--- config.mk ---
export PLATFORM = sky130hd
export DESIGN_NAME = mux2_rr_arbiter
export DESIGN_NICKNAME = d
export VERILOG_FILES = /design/src/rtl/mux2_rr_arbiter.sv
export SDC_FILE = /design/constraint.sdc
export NUM_CORES = 1
export LEC_CHECK = 0
export ABC_AREA = 1
export CORE_MARGIN = 10
export CORE_UTILIZATION = 35
export CTS_CLUSTER_DIAMETER = 30
export DETAILED_ROUTE_END_ITERATION = 8
export DONT_BUFFER_PORTS = 1
export GPL_ROUTABILITY_DRIVEN = 0
export PLACE_DENSITY_LB_ADDON = 0.05
export SETUP_SLACK_MARGIN = 0.1
export SYNTH_ARGS = -nofsm -noshare
export SYNTH_HDL_FRONTEND = slang
export SYNTH_SLANG_ARGS = --single-unit
--- constraint.sdc ---
create_clock -name clk -period 4.2 [get_ports clk]
set_input_delay 0.84 -clock clk [delete_from_list [all_inputs] [get_ports clk]]
set_output_delay 0.84 -clock clk [all_outputs]
set_load 0.005 [all_outputs]
--- src/rtl/mux2_rr_arbiter.sv ---
`default_nettype none
// ============================================================================
// Module   : mux2_rr_arbiter
// Purpose  : Two-input packet arbiter. Round-robin between idle requesters,
//            packets are never interleaved, and a registered grant steers a
//            two-input mux onto a single valid/ready output stream.
// Revision : 1.0  initial release
// ============================================================================
module mux2_rr_arbiter #(
    parameter int NBITS = 8
) (
    input  logic             clk,
    input  logic             reset,
    input  logic             in0_val,
    output logic             in0_rdy,
    input  logic [NBITS-1:0] in0_data,
    input  logic             in0_last,
    input  logic             in1_val,
    output logic             in1_rdy,
    input  logic [NBITS-1:0] in1_data,
    input  logic             in1_last,
    output logic             out_val,
    input  logic             out_rdy,
    output logic [NBITS-1:0] out_data,
    output logic             out_last,
    output logic             sel
);

    localparam logic [1:0] c_IDLE = 2'd0;
    localparam logic [1:0] c_GNT0 = 2'd1;
    localparam logic [1:0] c_GNT1 = 2'd2;

    logic [1:0] r_fsm;
    logic       r_last_gnt;
    logic       r_sel;

    logic [1:0] w_fsm_next;
    logic       w_last_gnt_next;
    logic       w_sel_next;
    logic       w_xfer0;
    logic       w_xfer1;

    // A beat moves only when the owning requester is valid and the consumer is ready.
    assign w_xfer0 = in0_val & out_rdy;
    assign w_xfer1 = in1_val & out_rdy;

    // State register: grant FSM, round-robin history and the registered mux select.
    always_ff @(posedge clk or posedge reset) begin
        if (reset) begin
            r_fsm      <= c_IDLE;
            r_last_gnt <= 1'b1;
            r_sel      <= 1'b0;
        end else begin
            r_fsm      <= w_fsm_next;
            r_last_gnt <= w_last_gnt_next;
            r_sel      <= w_sel_next;
        end
    end

    // Next-state logic: arbitrate from IDLE, hold the grant until the last beat,
    // and hand straight over to a waiting requester with no bubble.
    always_comb begin
        w_fsm_next      = r_fsm;
        w_last_gnt_next = r_last_gnt;
        case (r_fsm)
            c_IDLE: begin
                if (in0_val && in1_val) begin
                    w_fsm_next = r_last_gnt ? c_GNT0 : c_GNT1;
                end else if (in0_val) begin
                    w_fsm_next = c_GNT0;
                end else if (in1_val) begin
                    w_fsm_next = c_GNT1;
                end
            end
            c_GNT0: begin
                if (w_xfer0 && in0_last) begin
                    w_last_gnt_next = 1'b0;
                    w_fsm_next      = in1_val ? c_GNT1 : c_IDLE;
                end
            end
            c_GNT1: begin
                if (w_xfer1 && in1_last) begin
                    w_last_gnt_next = 1'b1;
                    w_fsm_next      = in0_val ? c_GNT0 : c_IDLE;
                end
            end
            default: begin
                w_fsm_next = c_IDLE;
            end
        endcase

        // Select follows the grant; while idle it keeps the last owner.
        w_sel_next = r_sel;
        if (w_fsm_next == c_GNT0) begin
            w_sel_next = 1'b0;
        end else if (w_fsm_next == c_GNT1) begin
            w_sel_next = 1'b1;
        end
    end

    // Output logic: only the granted requester sees ready, which is just out_rdy,
    // so ready never depends on that requester's own valid.
    always_comb begin
        out_val = 1'b0;
        in0_rdy = 1'b0;
        in1_rdy = 1'b0;
        case (r_fsm)
            c_GNT0: begin
                out_val = in0_val;
                in0_rdy = out_rdy;
            end
            c_GNT1: begin
                out_val = in1_val;
                in1_rdy = out_rdy;
            end
            default: begin
                out_val = 1'b0;
            end
        endcase
    end

    assign sel      = r_sel;
    assign out_data = r_sel ? in1_data : in0_data;
    assign out_last = r_sel ? in1_last : in0_last;

endmodule
`default_nettype wire

==> flow_metrics.env, run 1 <==
export IMPL_timing_fmax_ghz=0.467
export IMPL_total_switching_power_mw=0.149
export IMPL_clk_latency_ps=240
export IMPL_cts_hold_repair_buffers=0
export IMPL_row_count=13
export IMPL_power_combinational_fraction=0.570
export IMPL_postCtsResizedCells=0
export IMPL_crit_path_max_fo=5
export IMPL_port_buffers=0
export IMPL_cp_data_arrival_time_ps=1300
export IMPL_clock_tree_buf_depth=2
export IMPL_cts_num_sinks=4
export IMPL_io_pins=36
export IMPL_power_ir_vdd_worst_v=0.000215
export IMPL_hpwlAfterDp_um=1090
export IMPL_min_period_ps=2140
export IMPL_drt_initial_drc_count=8
export IMPL_gr_total_overflow=0
export IMPL_fp_dieH_um=56.5
export IMPL_p_total_mw=0.331
export IMPL_setup_reg_to_reg_worst_slack_ps=2460
export IMPL_timing_setup_tns_ps=0
export IMPL_cp_buffers_inverters=1
export IMPL_synthToLayoutAreaGrowth_pct=8.60
export IMPL_post_drt_via_cell_ratio=4.86
export IMPL_per_instance_average_area_after_synthesis_um2=7.39
export IMPL_placeableCoreArea_um2=1280
export IMPL_clk_pin_slew_ps=40
export IMPL_cts_buffers=3
export IMPL_worstReg2RegEnd="sel$_DFFE_PP0P_"
export IMPL_worst_ep_required_time_ps=3360
export IMPL_post_drt_wl_per_cell_um=14.8
export IMPL_synthesis_area_um2=465
export IMPL_clkPwrFrac=0.157
export IMPL_r2r_start="r_fsm[0]$_DFF_PP0_"
export IMPL_finalNetCount=95
export IMPL_p_sw_frac=0.449
export IMPL_die_w_um=56.5
export IMPL_worst_r2r_path_depth=10
export IMPL_ys_types=15
export IMPL_fp_dieArea_um2=3190
export IMPL_seq_area_frac_synth=0.218
export IMPL_clock_skew_final_ps=7.49
export IMPL_start_kind="flop"
export IMPL_first_pass_grt_wire_length_um=1900
export IMPL_drt_total_wl_um=1200
export IMPL_first_global_vias=416
export IMPL_max_cap_violations=0
export IMPL_post_route_cells_drive_above_1_share=0.273
export IMPL_effective_utilization_at_floorplan=0.362
export IMPL_num_vias=394
export IMPL_h_tree_depth=1
export IMPL_max_slew_margin=0.722
export IMPL_synth_ff_latch_count=4
export IMPL_grt_util_all_layers=0.0712
export IMPL_leakage_nw=0.259
export IMPL_synth_fp_nets=91
export IMPL_hold_path_class="in -> async"
export IMPL_first_pass_iters=4
export IMPL_slew_violations=0
export IMPL_antenna_violating_nets_post_route=0
export IMPL_post_cts_buffers=0
export IMPL_seqPwrFrac=0.273
export IMPL_antenna_found_initial=0
export IMPL_antennaDiodeCount=0
export IMPL_powerDensity_nw_per_um2=654
export IMPL_crit_path_top_delay_cell="sky130_fd_sc_hd__dfrtp_1"
export IMPL_n_fill_cell=152
export IMPL_setup_cp_type="reg -> out"
export IMPL_ys_warnings_count=0
export IMPL_timing_worst_slew_pin_value_ps=417
export IMPL_crit_family="flip-flops"
export IMPL_final_hold_violation_count=0
export IMPL_cts_tree="built"
export IMPL_period_share=0.510
export IMPL_grt_max_degree=12
export IMPL_cp_slowest_stage_delay_ps=400
export IMPL_internal_power_mw=0.182
export IMPL_endpoint_kind="output pin"
export IMPL_status="finished, final reports clean"
export IMPL_unrepaired_setup_endpoints_after_global_routing="false"
export IMPL_synth_cells=63
export IMPL_timing_final_setup_violations=0
export IMPL_clock_tree_root_cell="sky130_fd_sc_hd__clkbuf_4"
export IMPL_drc=0
export IMPL_worstPathCellList="inv_1 > ha_1 > nand2_1 > a21oi_1"
state kept, by name, summed over array words and instances (netlist names):
| register | flops |
|---|---|
| r_last_gnt | 1 |
| sel | 1 |
| r_fsm | 2 |
kinds of logic (layout without fill, tap and decap cells):
logic type	after synthesis	after routing	synth area share
muxes	9	9	0.218
and+or+nand+nor	31	31	0.285
DFF	4	4	0.218
AOI/OAI and AO/OA	5	5	0.0699
adders and majority gates	5	5	0.134
buffers and inverters	9	12	0.0753
metrics by stage:
stage | setup slack, ps | area [um^2] | util | cells | hold slack, ps
2_1_floorplan | 2270 | 465 | - | 63 | 437
3_3_place_gp | 2250 | 479 | 0.373 | 77 | 456
3_5_place_dp | 2250 | 479 | 0.373 | 77 | 458
4_1_cts | 2010 | 505 | 0.393 | 81 | 366
5_1_grt | 1950 | 505 | 0.393 | 81 | 369
6_report | 2060 | 505 | 0.393 | 81 | 370
how the worst max path moves through the flow:
stage	endpoint	slack [ps]	depth (start not counted)	startpoint
2_1_floorplan	out_data[0]	2270	1	in1_data[0]
3_3_place_gp	out_last	2250	1	in1_last
3_5_place_dp	out_data[2]	2250	1	in1_data[2]
4_1_cts	out_val	2010	4	r_fsm[0]$_DFF_PP0_
5_1_grt	out_val	1950	4	r_fsm[0]$_DFF_PP0_
6_report	out_val	2060	4	r_fsm[0]$_DFF_PP0_
synth_stat cells (all sizes together):
master,number,share of area
o21ai,2,0.030
ha,5,0.13
a21oi,3,0.040
mux2,9,0.22
buf,1,0.011
nand2,20,0.18
nand3,5,0.054
inv,8,0.065
dfstp,1,0.056
nor2,5,0.040
dfrtp,3,0.16
nand4,1,0.013
power groups by stage:
| stage | logic, mW | clock network, mW | registers [mW] |
|---|---|---|---|
| floorplan | 0.177 | 0 | 0.0726 |
| global placement | 0.195 | 0 | 0.0919 |
| detailed placement | 0.193 | 0 | 0.0920 |
| CTS | 0.194 | 0.0545 | 0.0915 |
| global route | 0.219 | 0.0567 | 0.0949 |
| finish | 0.189 | 0.0519 | 0.0904 |
routing by layer:
metal,part of all wire,GRT usage,vias up
li1,-,-,211
met1,0.35,0.0784,168
met2,0.54,0.107,13
met3,0.10,0.0360,2
met4,0.0033,0.0412,0
met5,0,0,-
final cells by class:
cell class                 count  area [um^2]  share of cell area
clock buffer                   4         26.3              0.0520
multi-input combinational     50          329               0.651
sequential                     4          101               0.200
tap                           15         18.8              0.0371
inverter                       8         30.0              0.0594
cell usage in the layout (no fill, tap or decap):
master and n:
sky130_fd_sc_hd__inv_1 8, sky130_fd_sc_hd__ha_1 5, sky130_fd_sc_hd__nand2_1 17, sky130_fd_sc_hd__o21ai_2 1
sky130_fd_sc_hd__dfrtp_1 3, sky130_fd_sc_hd__clkbuf_1 1, sky130_fd_sc_hd__a21oi_1 2, sky130_fd_sc_hd__nand3_1 5
sky130_fd_sc_hd__nand2_2 3, sky130_fd_sc_hd__nand4_1 1, sky130_fd_sc_hd__a21oi_2 1, sky130_fd_sc_hd__nor2_1 5
sky130_fd_sc_hd__dfstp_2 1, sky130_fd_sc_hd__clkbuf_4 3, sky130_fd_sc_hd__o21ai_0 1, sky130_fd_sc_hd__mux2_2 9
Note: power is estimated with default switching activity, not from simulation.
==> inputs of run 2 (changes only) <==
==> constraint.sdc (replaced) <==
create_clock -name clk -period 1.9 [get_ports clk]
set_input_delay 0.38 -clock clk [delete_from_list [all_inputs] [get_ports clk]]
set_output_delay 0.38 -clock clk [all_outputs]
set_load 0.005 [all_outputs]
==> run 2 against run 1 <==
Power is 130% higher. Utilization is 2.9 points higher. Count of clock-buffer cells in the layout stayed put. Hold slack better by 71 ps. Via count is 5.1% higher. Non-clock buffer count is 1 higher. Sequential cell count stayed put. Largest cell class unchanged. Cell count is 1.2% higher. Setup slack worse by 1900 ps. First-iteration DRC count is 50% lower. Routed wire length is 4.2% higher. Clock power is 120% higher.
==> flow_metrics.env, run 2 (same netlist as run 1, synthesis figures left out) <==
export IMPL_h_tree_depth=1
export IMPL_finalNetCount=96
export IMPL_clock_skew_final_ps=5.54
export IMPL_die_w_um=56.5
export IMPL_cts_tree="built"
export IMPL_drt_total_wl_um=1250
export IMPL_cts_buffers=3
export IMPL_fp_dieArea_um2=3190
export IMPL_port_buffers=0
export IMPL_num_vias=414
export IMPL_min_period_ps=1700
export IMPL_worst_hold_path_endpoint="r_last_gnt$_DFFE_PP1P_"
export IMPL_clock_tree_root_cell="sky130_fd_sc_hd__clkbuf_4"
export IMPL_antenna_found_initial=0
export IMPL_setup_cp_type="reg -> out"
export IMPL_final_hold_violation_count=0
export IMPL_status="finished, final reports clean"
export IMPL_clk_pin_slew_ps=40
export IMPL_gr_total_overflow=0
export IMPL_layout_cells_most_common_list="17 x sky130_fd_sc_hd__nand2_1, 9 x sky130_fd_sc_hd__mux2_2, 8 x sky130_fd_sc_hd__inv_1, 5 x sky130_fd_sc_hd__nand3_1, 5 x sky130_fd_sc_hd__nor2_1"
export IMPL_leakage_nw=0.261
export IMPL_first_pass_grt_wire_length_um=1940
export IMPL_cpMostUsedCell="sky130_fd_sc_hd__inv_1"
export IMPL_effective_utilization_at_floorplan=0.362
export IMPL_grt_util_all_layers=0.0729
export IMPL_clock_tree_buf_depth=2
export IMPL_clk_latency_ps=240
export IMPL_drt_initial_drc_count=4
export IMPL_hold_path_startpoint="in0_val"
export IMPL_synthToLayoutAreaGrowth_pct=16.7
export IMPL_first_global_vias=420
export IMPL_io_pins=36
export IMPL_timing_setup_tns_ps=0
export IMPL_period_share=0.895
export IMPL_post_drt_via_cell_ratio=5.05
export IMPL_placedInstanceArea_um2=479
export IMPL_cp_data_arrival_time_ps=1320
export IMPL_setup_reg_to_reg_worst_slack_ps=220
export IMPL_powerDensity_nw_per_um2=1430
export IMPL_post_cts_buffers=0
export IMPL_r2r_start="r_fsm[0]$_DFF_PP0_"
export IMPL_max_cap_violations=0
export IMPL_post_drt_wl_per_cell_um=15.3
export IMPL_first_pass_iters=4
export IMPL_power_ir_vdd_worst_v=0.000606
export IMPL_fp_dieH_um=56.5
export IMPL_drc=0
export IMPL_timing_final_setup_violations=0
export IMPL_largest_reg_flops=2
export IMPL_max_slew_margin=0.721
export IMPL_endpoint_kind="output pin"
export IMPL_timing_fmax_ghz=0.588
export IMPL_unrepaired_setup_endpoints_after_global_routing="true"
export IMPL_antennaDiodeCount=0
export IMPL_final_common_cell="sky130_fd_sc_hd__nand2_1"
export IMPL_register_containing_the_most_flip_flops_in_the_final_layout="r_fsm"
export IMPL_holdPathStages=4
export IMPL_placeableCoreArea_um2=1280
export IMPL_worst_r2r_path_depth=9
export IMPL_worst_ep_required_time_ps=1520
export IMPL_crit_path_top_delay_cell="sky130_fd_sc_hd__dfrtp_2"
export IMPL_timing_worst_slew_pin_value_ps=418
export IMPL_hpwlAfterDp_um=1100
export IMPL_post_route_cells_drive_above_1_share=0.328
export IMPL_cts_num_sinks=4
export IMPL_cp_slowest_stage_delay_ps=400
export IMPL_start_kind="flop"
export IMPL_grt_max_degree=12
export IMPL_worstPathCellList="inv_1 > ha_1 > inv_1 > a21oi_1"
export IMPL_hold_path_class="in -> reg"
export IMPL_row_count=13
export IMPL_worstReg2RegEnd="sel$_DFFE_PP0P_"
export IMPL_crit_path_max_fo=4
export IMPL_cell_area_after_layout_um2=543
export IMPL_antenna_violating_nets_post_route=0
export IMPL_slew_violations=0
run 2: critical path: cells and delay by family (launching register included):
| kind | cells | cell delay (ps) |
|---|---|---|
| buffers and inverters | 2 | 180 |
| adders and majority gates | 1 | 320 |
| DFF | 1 | 400 |
| AOI/OAI and AO/OA | 1 | 180 |
run 2: how the worst max path moves through the flow:
| stage | from | endpoint | slack, ps | cells past startpoint |
|---|---|---|---|---|
| floorplan | r_fsm[0]$_DFF_PP0_ | sel$_DFFE_PP0P_ | 360 | 10 |
| global placement | r_fsm[1]$_DFF_PP0_ | sel$_DFFE_PP0P_ | 200 | 10 |
| detailed placement | r_fsm[0]$_DFF_PP0_ | sel$_DFFE_PP0P_ | 200 | 10 |
| CTS | r_fsm[1]$_DFF_PP0_ | out_val | 190 | 4 |
| global route | r_fsm[0]$_DFF_PP0_ | sel$_DFFE_PP0P_ | 80 | 9 |
| finish | r_fsm[0]$_DFF_PP0_ | out_val | 200 | 4 |
run 2: power by group:
part,internal (mW),leakage [nW],switching (mW),total (mW)
Sequential,0.135,0.0446,0.0781,0.213
Clock,0.0789,0.0150,0.0362,0.115
Combinational,0.214,0.201,0.235,0.450
run 2: through the flow:
stage                     total power [mW]  hold slack [ps]  cells   util  setup slack [ps]
after floorplan                      0.551              145     63      -               355
after global placement               0.631              163     77  0.373               195
after detailed placement             0.631              160     77  0.373               204
after CTS                            0.752              447     82  0.401               189
after global routing                 0.860              468     82  0.423              83.5
final                                0.777              441     82  0.423               200
run 2: cell type report:
class	count	area, um^2
Fill cell	153	742
Inverter	8	30.0
Multi-Input combinational cell	50	354
Tap cell	15	18.8
Clock buffer	4	26.3
Timing Repair Buffer	1	10.0
Sequential cell	4	104
run 2: what timing repair did:
item | in CTS | in global routing
setup endpoints to repair | 0 | 1
endpoints found under the hold margin | 3 | 0
resized for setup | 0 | 6
hold buffers | 1 | 0
run 2: metal layers:
| layer | up-vias | GRT usage | wire [um] |
|---|---|---|---|
| met1 | 186 | 0.0696 | 432 |
| met5 | - | 0 | 0 |
| met3 | 2 | 0.0404 | 125 |
| li1 | 211 | - | - |
| met2 | 15 | 0.121 | 678 |
| met4 | 0 | 0.0412 | 17 |
